<file path="config.mk">
export PLATFORM = sky130hd
export DESIGN_NAME = ex_mem_stage_flat
export DESIGN_NICKNAME = d
export VERILOG_FILES = /design/src/rtl/riscv_pipe_pkg.sv /design/src/rtl/ex_mem_stage_if.sv /design/src/rtl/pipe_skid_buf.sv /design/src/rtl/ex_mem_stage.sv /design/src/flat_wrapper.sv
export SDC_FILE = /design/constraint.sdc
export NUM_CORES = 1
export LEC_CHECK = 0
export BUFFER_PORTS_ARGS = -buffer_cell sky130_fd_sc_hd__buf_4
export CAP_MARGIN = 10
export CORE_MARGIN = 2
export CORE_UTILIZATION = 50
export CTS_BUF_LIST = sky130_fd_sc_hd__clkbuf_16
export DETAILED_ROUTE_END_ITERATION = 10
export GPL_TIMING_DRIVEN = 0
export PLACE_DENSITY = 0.82
export SLEW_MARGIN = 10
export SYNTH_ARGS = -nofsm -noshare
export SYNTH_HDL_FRONTEND = slang
export SYNTH_SLANG_ARGS = --single-unit
</file>
<file path="constraint.sdc">
create_clock -name clk -period 3.9 [get_ports clk]
set_input_delay 0.39 -clock clk [delete_from_list [all_inputs] [get_ports clk]]
set_output_delay 0.39 -clock clk [all_outputs]
set_load 0.02 [all_outputs]
</file>
<file path="src/rtl/riscv_pipe_pkg.sv">
// Shared definitions for the RV32 pipeline boundary registers: result-mux
// encodings, default widths, the skid-buffer occupancy states and the
// EX/MEM payload width used when packing stage signals into one vector.
package riscv_pipe_pkg;

  localparam int XLEN_DEF = 32;
  localparam int RW_DEF   = 5;

  typedef enum logic [1:0] {
    RES_ALU = 2'd0,
    RES_MEM = 2'd1,
    RES_PC4 = 2'd2
  } result_src_e;

  typedef enum logic [1:0] {
    SKB_EMPTY = 2'd0,
    SKB_ONE   = 2'd1,
    SKB_FULL  = 2'd2
  } skid_state_e;

  // RegWrite + MemWrite + ResultSrc(2) + ALUResult + WriteData + PCPlus4 + Rd
  function automatic int exmem_w(input int xlen, input int rw);
    return 4 + 3 * xlen + rw;
  endfunction

  localparam int EXMEM_W = exmem_w(XLEN_DEF, RW_DEF);

endpackage

</file>
<file path="src/rtl/ex_mem_stage_if.sv">
// One side of the EX/MEM boundary: a valid/ready beat plus its payload.
// Handshake: a beat transfers on a rising clk edge where valid & ready are
// both high; the master keeps valid and the payload stable until that edge,
// and valid never waits on ready.
interface ex_mem_stage_if #(
  parameter int XLEN = 32,
  parameter int RW   = 5
);
  logic            valid;
  logic            ready;
  logic            RegWrite;
  logic            MemWrite;
  logic [1:0]      ResultSrc;
  logic [XLEN-1:0] ALUResult;
  logic [XLEN-1:0] WriteData;
  logic [XLEN-1:0] PCPlus4;
  logic [RW-1:0]   Rd;

  modport master (
    output valid, RegWrite, MemWrite, ResultSrc, ALUResult, WriteData, PCPlus4, Rd,
    input  ready
  );

  modport slave (
    input  valid, RegWrite, MemWrite, ResultSrc, ALUResult, WriteData, PCPlus4, Rd,
    output ready
  );
endinterface

</file>
<file path="src/rtl/pipe_skid_buf.sv">
// Generic WIDTH-wide valid/ready buffer with synchronous flush. SKID=1 gives
// a 2-entry skid buffer whose in_ready comes only from registered state;
// SKID=0 gives a single register with a combinational ready pass-through.
module pipe_skid_buf
  import riscv_pipe_pkg::*;
#(
  parameter int WIDTH = 8,
  parameter int SKID  = 1
) (
  input  logic             clk,
  input  logic             reset_n,
  input  logic             flush,
  input  logic             in_valid,
  output logic             in_ready,
  input  logic [WIDTH-1:0] in_data,
  output logic             out_valid,
  input  logic             out_ready,
  output logic [WIDTH-1:0] out_data,
  output skid_state_e      state_dbg
);

  skid_state_e      state;
  logic [WIDTH-1:0] main_q;
  logic [WIDTH-1:0] skid_q;
  logic             in_fire;
  logic             out_fire;

  assign out_valid = (state != SKB_EMPTY);
  assign out_data  = main_q;
  assign state_dbg = state;
  assign in_fire   = in_valid & in_ready;
  assign out_fire  = out_valid & out_ready;

  generate
    if (SKID != 0) begin : g_skid
      assign in_ready = reset_n & (state != SKB_FULL);
    end else begin : g_single
      assign in_ready = reset_n & (~out_valid | out_ready);
    end
  endgenerate

  // Occupancy FSM: main_q is always the oldest beat, skid_q the second one.
  always_ff @(posedge clk) begin
    if (!reset_n) begin
      state  <= SKB_EMPTY;
      main_q <= '0;
      skid_q <= '0;
    end else if (flush) begin
      state <= SKB_EMPTY;
    end else begin
      case (state)
        SKB_EMPTY: begin
          if (in_fire) begin
            main_q <= in_data;
            state  <= SKB_ONE;
          end
        end
        SKB_ONE: begin
          if (in_fire && out_fire) begin
            main_q <= in_data;
          end else if (in_fire) begin
            // Only reachable with SKID=1; the single-register ready forces out_fire.
            skid_q <= in_data;
            state  <= SKB_FULL;
          end else if (out_fire) begin
            state <= SKB_EMPTY;
          end
        end
        SKB_FULL: begin
          if (out_fire) begin
            main_q <= skid_q;
            state  <= SKB_ONE;
          end
        end
        default: state <= SKB_EMPTY;
      endcase
    end
  end

endmodule

</file>
<file path="src/rtl/ex_mem_stage.sv">
// EX->MEM pipeline boundary: packs the EX control/data into a skid buffer,
// gates write-enables with out_valid so bubbles never write, and exposes a
// forwarding tap for the hazard unit.
module ex_mem_stage
  import riscv_pipe_pkg::*;
#(
  parameter int XLEN = XLEN_DEF,
  parameter int RW   = RW_DEF,
  parameter int SKID = 1
) (
  input  logic           clk,
  input  logic           reset_n,
  input  logic           flush,
  ex_mem_stage_if.slave  ex,
  ex_mem_stage_if.master mem,
  output logic           fwd_valid,
  output logic [RW-1:0]  fwd_rd,
  output skid_state_e    state_dbg
);

  localparam int PW = exmem_w(XLEN, RW);

  logic [PW-1:0]   in_data;
  logic [PW-1:0]   out_data;
  logic            out_valid;
  logic            rw_q;
  logic            mw_q;
  logic [1:0]      rs_q;
  logic [XLEN-1:0] alu_q;
  logic [XLEN-1:0] wd_q;
  logic [XLEN-1:0] pc4_q;
  logic [RW-1:0]   rd_q;

  assign in_data = {ex.RegWrite, ex.MemWrite, ex.ResultSrc, ex.ALUResult,
                    ex.WriteData, ex.PCPlus4, ex.Rd};

  pipe_skid_buf #(
    .WIDTH (PW),
    .SKID  (SKID)
  ) u_buf (
    .clk       (clk),
    .reset_n   (reset_n),
    .flush     (flush),
    .in_valid  (ex.valid),
    .in_ready  (ex.ready),
    .in_data   (in_data),
    .out_valid (out_valid),
    .out_ready (mem.ready),
    .out_data  (out_data),
    .state_dbg (state_dbg)
  );

  assign {rw_q, mw_q, rs_q, alu_q, wd_q, pc4_q, rd_q} = out_data;

  // Write-enables are gated so a bubble or stale flushed payload never writes.
  assign mem.valid     = out_valid;
  assign mem.RegWrite  = out_valid & rw_q;
  assign mem.MemWrite  = out_valid & mw_q;
  assign mem.ResultSrc = rs_q;
  assign mem.ALUResult = alu_q;
  assign mem.WriteData = wd_q;
  assign mem.PCPlus4   = pc4_q;
  assign mem.Rd        = rd_q;

  // x0 is hard-wired zero, so it is never a forwarding source.
  assign fwd_valid = out_valid & rw_q & (rd_q != '0);
  assign fwd_rd    = fwd_valid ? rd_q : '0;

endmodule

</file>
<file path="src/flat_wrapper.sv">
// flat-port wrapper written by rule: the top's interface ports become plain ports
module ex_mem_stage_flat import riscv_pipe_pkg::*;
#(
  parameter int XLEN = XLEN_DEF,
  parameter int RW   = RW_DEF,
  parameter int SKID = 1
)
  (clk, reset_n, flush, fwd_valid, fwd_rd, state_dbg, ex_valid, ex_RegWrite, ex_MemWrite, ex_ResultSrc, ex_ALUResult, ex_WriteData, ex_PCPlus4, ex_Rd, ex_ready, mem_valid, mem_RegWrite, mem_MemWrite, mem_ResultSrc, mem_ALUResult, mem_WriteData, mem_PCPlus4, mem_Rd, mem_ready);
  ex_mem_stage_if #(.XLEN(XLEN), .RW(RW)) ex_i ();
  ex_mem_stage_if #(.XLEN(XLEN), .RW(RW)) mem_i ();
  input  logic clk;
  input  logic reset_n;
  input  logic flush;
  output logic fwd_valid;
  output logic [RW-1:0] fwd_rd;
  output skid_state_e state_dbg;
  input wire logic [$bits(ex_i.valid)-1:0] ex_valid;
  input wire logic [$bits(ex_i.RegWrite)-1:0] ex_RegWrite;
  input wire logic [$bits(ex_i.MemWrite)-1:0] ex_MemWrite;
  input wire logic [$bits(ex_i.ResultSrc)-1:0] ex_ResultSrc;
  input wire logic [$bits(ex_i.ALUResult)-1:0] ex_ALUResult;
  input wire logic [$bits(ex_i.WriteData)-1:0] ex_WriteData;
  input wire logic [$bits(ex_i.PCPlus4)-1:0] ex_PCPlus4;
  input wire logic [$bits(ex_i.Rd)-1:0] ex_Rd;
  output wire logic [$bits(ex_i.ready)-1:0] ex_ready;
  output wire logic [$bits(mem_i.valid)-1:0] mem_valid;
  output wire logic [$bits(mem_i.RegWrite)-1:0] mem_RegWrite;
  output wire logic [$bits(mem_i.MemWrite)-1:0] mem_MemWrite;
  output wire logic [$bits(mem_i.ResultSrc)-1:0] mem_ResultSrc;
  output wire logic [$bits(mem_i.ALUResult)-1:0] mem_ALUResult;
  output wire logic [$bits(mem_i.WriteData)-1:0] mem_WriteData;
  output wire logic [$bits(mem_i.PCPlus4)-1:0] mem_PCPlus4;
  output wire logic [$bits(mem_i.Rd)-1:0] mem_Rd;
  input wire logic [$bits(mem_i.ready)-1:0] mem_ready;
  assign ex_i.valid = ex_valid;
  assign ex_i.RegWrite = ex_RegWrite;
  assign ex_i.MemWrite = ex_MemWrite;
  assign ex_i.ResultSrc = ex_ResultSrc;
  assign ex_i.ALUResult = ex_ALUResult;
  assign ex_i.WriteData = ex_WriteData;
  assign ex_i.PCPlus4 = ex_PCPlus4;
  assign ex_i.Rd = ex_Rd;
  assign ex_ready = ex_i.ready;
  assign mem_valid = mem_i.valid;
  assign mem_RegWrite = mem_i.RegWrite;
  assign mem_MemWrite = mem_i.MemWrite;
  assign mem_ResultSrc = mem_i.ResultSrc;
  assign mem_ALUResult = mem_i.ALUResult;
  assign mem_WriteData = mem_i.WriteData;
  assign mem_PCPlus4 = mem_i.PCPlus4;
  assign mem_Rd = mem_i.Rd;
  assign mem_i.ready = mem_ready;
  ex_mem_stage #(.XLEN(XLEN), .RW(RW), .SKID(SKID)) u_core (.clk(clk), .reset_n(reset_n), .flush(flush), .ex(ex_i), .mem(mem_i), .fwd_valid(fwd_valid), .fwd_rd(fwd_rd), .state_dbg(state_dbg));
endmodule
</file>
==> metrics.md <==
| Metric | Value |
|---|---|
| Status | `complete, no violations` |
| Post-synth cell types | `31` |
| Final setup viols | `0` |
| Clock Tree Buf Depth | `3` |
| Post-cts resize count | `0` |
| Comb pwr share | `0.145` |
| First-pass GRT wire length | `47.9 mm` |
| Switching pwr | `1.33 mW` |
| Highest net fanout along the worst path | `10` |
| Leak | `5.65 nW` |
| Sequential Power Share | `0.446` |
| Fin crit period | `2720 ps` |
| Crit-path max cell delay | `490 ps` |
| Endpoint type of the worst setup path | `output port` |
| Mapped cell area | `10300 um^2` |
| Switching part of the total | `0.261` |
| Register Area | `4240 um^2` |
| Clock sink count | `212` |
| Syn_nets | `1227` |
| Clk root buf | `clkbuf_16` |
| Final weighted congestion in routability-driven placement | `0.830` |
| Synthesized instance count | `1117` |
| Chip Width | `148 um` |
| Final nets | `1476` |
| Post-synth ARST share | `0` |
| Core area | `20200 um^2` |
| Final period util | `0.698` |
| Total power | `5.10 mW` |
| Die height | `148 um` |
| Setup Skew | `8.94 ps` |
| PwrDens | `391 nW/um^2` |
| CTS tree | `done` |
| Post-CTS setup buffer count | `0` |
| Starting Density | `0.510` |
| Setup CP Type | `register to output port` |
| Initial antenna violation count | `0` |
| Initial drt markers | `613` |
| Post-synthesis sequential area ratio | `0.411` |
| Average wire per standard cell | `18.6 um` |
| Setup crit start kind | `register` |
| CP required | `3510 ps` |
| RSZ-0062 raised after global routing | `false` |
| Via/cell ratio | `5.90` |
| Maximum clock frequency | `0.367 GHz` |
| Critical path, cell by cell | `nand2b_1 > buf_2 > buf_4 > buf_2 > and2_1 > buf_4` |
| Diode count | `0` |
| Tightest Pin Transition | `834 ps` |
| I/O pin cnt | `225` |
| Multi-input logic area | `4690 um^2` |
| Largest net degree at the start of global routing | `14` |
| Max-slew violations | `0` |
| Site Rows | `52` |
| HPWL Detailed | `21.6 mm` |
| Yosys warns | `0` |
| HP Class | `primary input to register` |
| Vias in the first global route | `9216` |
| MaxCap Viol Count | `0` |
| Slew HR | `0.444` |
| IR drop worst, VDD | `0.252 mV` |
| Slowest CP cell | `dfxtp_1` |
| Input/output buffers | `224` |
| Number of CTS-inserted buffers | `23` |
| Proportion of layout cells with a drive suffix above 1 | `0.308` |
| EDFF count, synth | `0` |
| Remaining Overflow, GRT | `0` |
| Top FF cell, synth | `dfxtp_1` |
| Critical path arrival | `2330 ps` |
| Routed Antenna Nets | `0` |
| P_int | `3.77 mW` |
| Final Hold Fails | `0` |
| H-tree depth | `1` |
| Clock Pin Slew Worst Setup and Hold Paths | `60 ps` |
| Die area | `21800 um^2` |
| # fillers | `1704` |
| Clock latency on the worst-skew pair | `500 ps` |
| Syn avg cell area | `9.24 um^2` |
| Overall via count from detail_route | `9742` |
| Clock network power share | `0.409` |
| Total negative slack | `0 ps` |
| Drt first pass iters | `5` |
| Final Routed Wirelength | `30.7 mm` |
| Area growth syn-to-layout | `26.4%` |
| # hold bufs at CTS | `0` |
| Synth Register Bits | `212` |
| Gr usage total | `0.268` |
| DRC Markers | `0` |
[cells in the final DEF, fill, tap and decap left out, drive strengths merged, types with 2 or more instances in the layout]
cell type	netlist	layout
a211oi	106	106
a21oi	106	106
a311oi	105	105
and2	4	4
and3	5	5
buf	140	364
bufinv	0	2
clkbuf	105	128
clkinv	0	12
dfxtp	212	212
inv	1	4
mux2i	106	106
nand2b	3	3
nand3	105	105
nor2	2	2
o21a	2	2
o21ai	105	105
[power by group through the flow]
stage / sequential (mW) / clock [mW] / combinational, mW
floorplan: 2.31 / 0 / 0.442
finish: 2.27 / 2.08 / 0.739
global route: 2.28 / 2.20 / 0.789
global placement: 2.32 / 0 / 0.720
CTS: 2.27 / 2.10 / 0.736
detailed placement: 2.32 / 0 / 0.731
[metal layers]
| layer | share of wire | vias to the layer above | global-route usage | wire length (um) |
|---|---|---|---|---|
| met5 | 0 | - | 0 | 0 |
| met4 | 0.042 | 0 | 0.117 | 1290 |
| met3 | 0.071 | 90 | 0.0463 | 2190 |
| met2 | 0.48 | 374 | 0.436 | 14700 |
| met1 | 0.41 | 4650 | 0.352 | 12500 |
| li1 | - | 4628 | - | - |
[logic make-up (layout without fill, tap and decap cells)]
| kind of cell | after synthesis | count (layout) | share of synthesized area |
|---|---|---|---|
| AO/OA/AOI/OAI | 425 | 425 | 0.285 |
| buffers and inverters | 246 | 510 | 0.135 |
| flip-flops | 212 | 212 | 0.411 |
| AND/OR/NAND/NOR | 128 | 128 | 0.0663 |
| multiplexers | 106 | 106 | 0.103 |
[sequential cells by signal, indices dropped and copies added, names as in the netlist]
signal and cells:
u_core.u_buf.state_dbg 2, u_core.u_buf.out_data 105, u_core.u_buf.skid_q 105
[final timing paths]
kind / from / endpoint / slack (ps) / cells after the start
worst min-delay path: mem_ready / u_core.u_buf.state_dbg[1] / 110 / 2
worst max-delay path: u_core.u_buf.state_dbg[0] / ex_ready / 1180 / 6
worst min register to register: u_core.u_buf.skid_q[67] / u_core.u_buf.skid_q[67] / 470 / 2
worst max register to register: u_core.u_buf.state_dbg[1] / u_core.u_buf.out_data[53] / 1670 / 6
[Yosys cell counts, types with 5 or more instances]
master,number,area (um^2)
mux2i_1,106,1060
a21oi_1,106,531
dfxtp_1,212,4240
a311oi_1,105,920
o21ai_1,22,110
buf_2,25,125
a211oi_1,76,571
buf_6,5,56.3
o21ai_0,83,415
clkbuf_1,105,394
a211oi_2,30,375
nand3_1,105,526
and3_1,5,31.3
buf_4,106,796
[cell type report]
class | instances | area share
multi-input combinational | 659 | 0.359
sequential | 212 | 0.325
timing repair buffer | 224 | 0.129
buffer | 245 | 0.106
clock buffer | 23 | 0.0441
tap | 270 | 0.0259
clock inverter | 17 | 0.00997
inverter | 1 | 0.000288
[critical path: cells and delay by family, from the launching register on]
kind	cells	cell delay (ps)
AND/OR/NAND/NOR	2	360
buffers and inverters	4	980
flip-flops	1	490
[through the flow]
stage	hold WS (ps)	worst slack, ps	std cells	utilization	cell area, um^2
after floorplan	453	1880	1117	-	10300
after global placement	459	1600	1611	0.610	12300
final	112	1180	1651	0.645	13100
after detailed placement	466	1500	1611	0.610	12300
after global routing	105	1080	1651	0.645	13100
after CTS	96.1	1180	1651	0.645	13100
(Power assumes the default switching activity.)
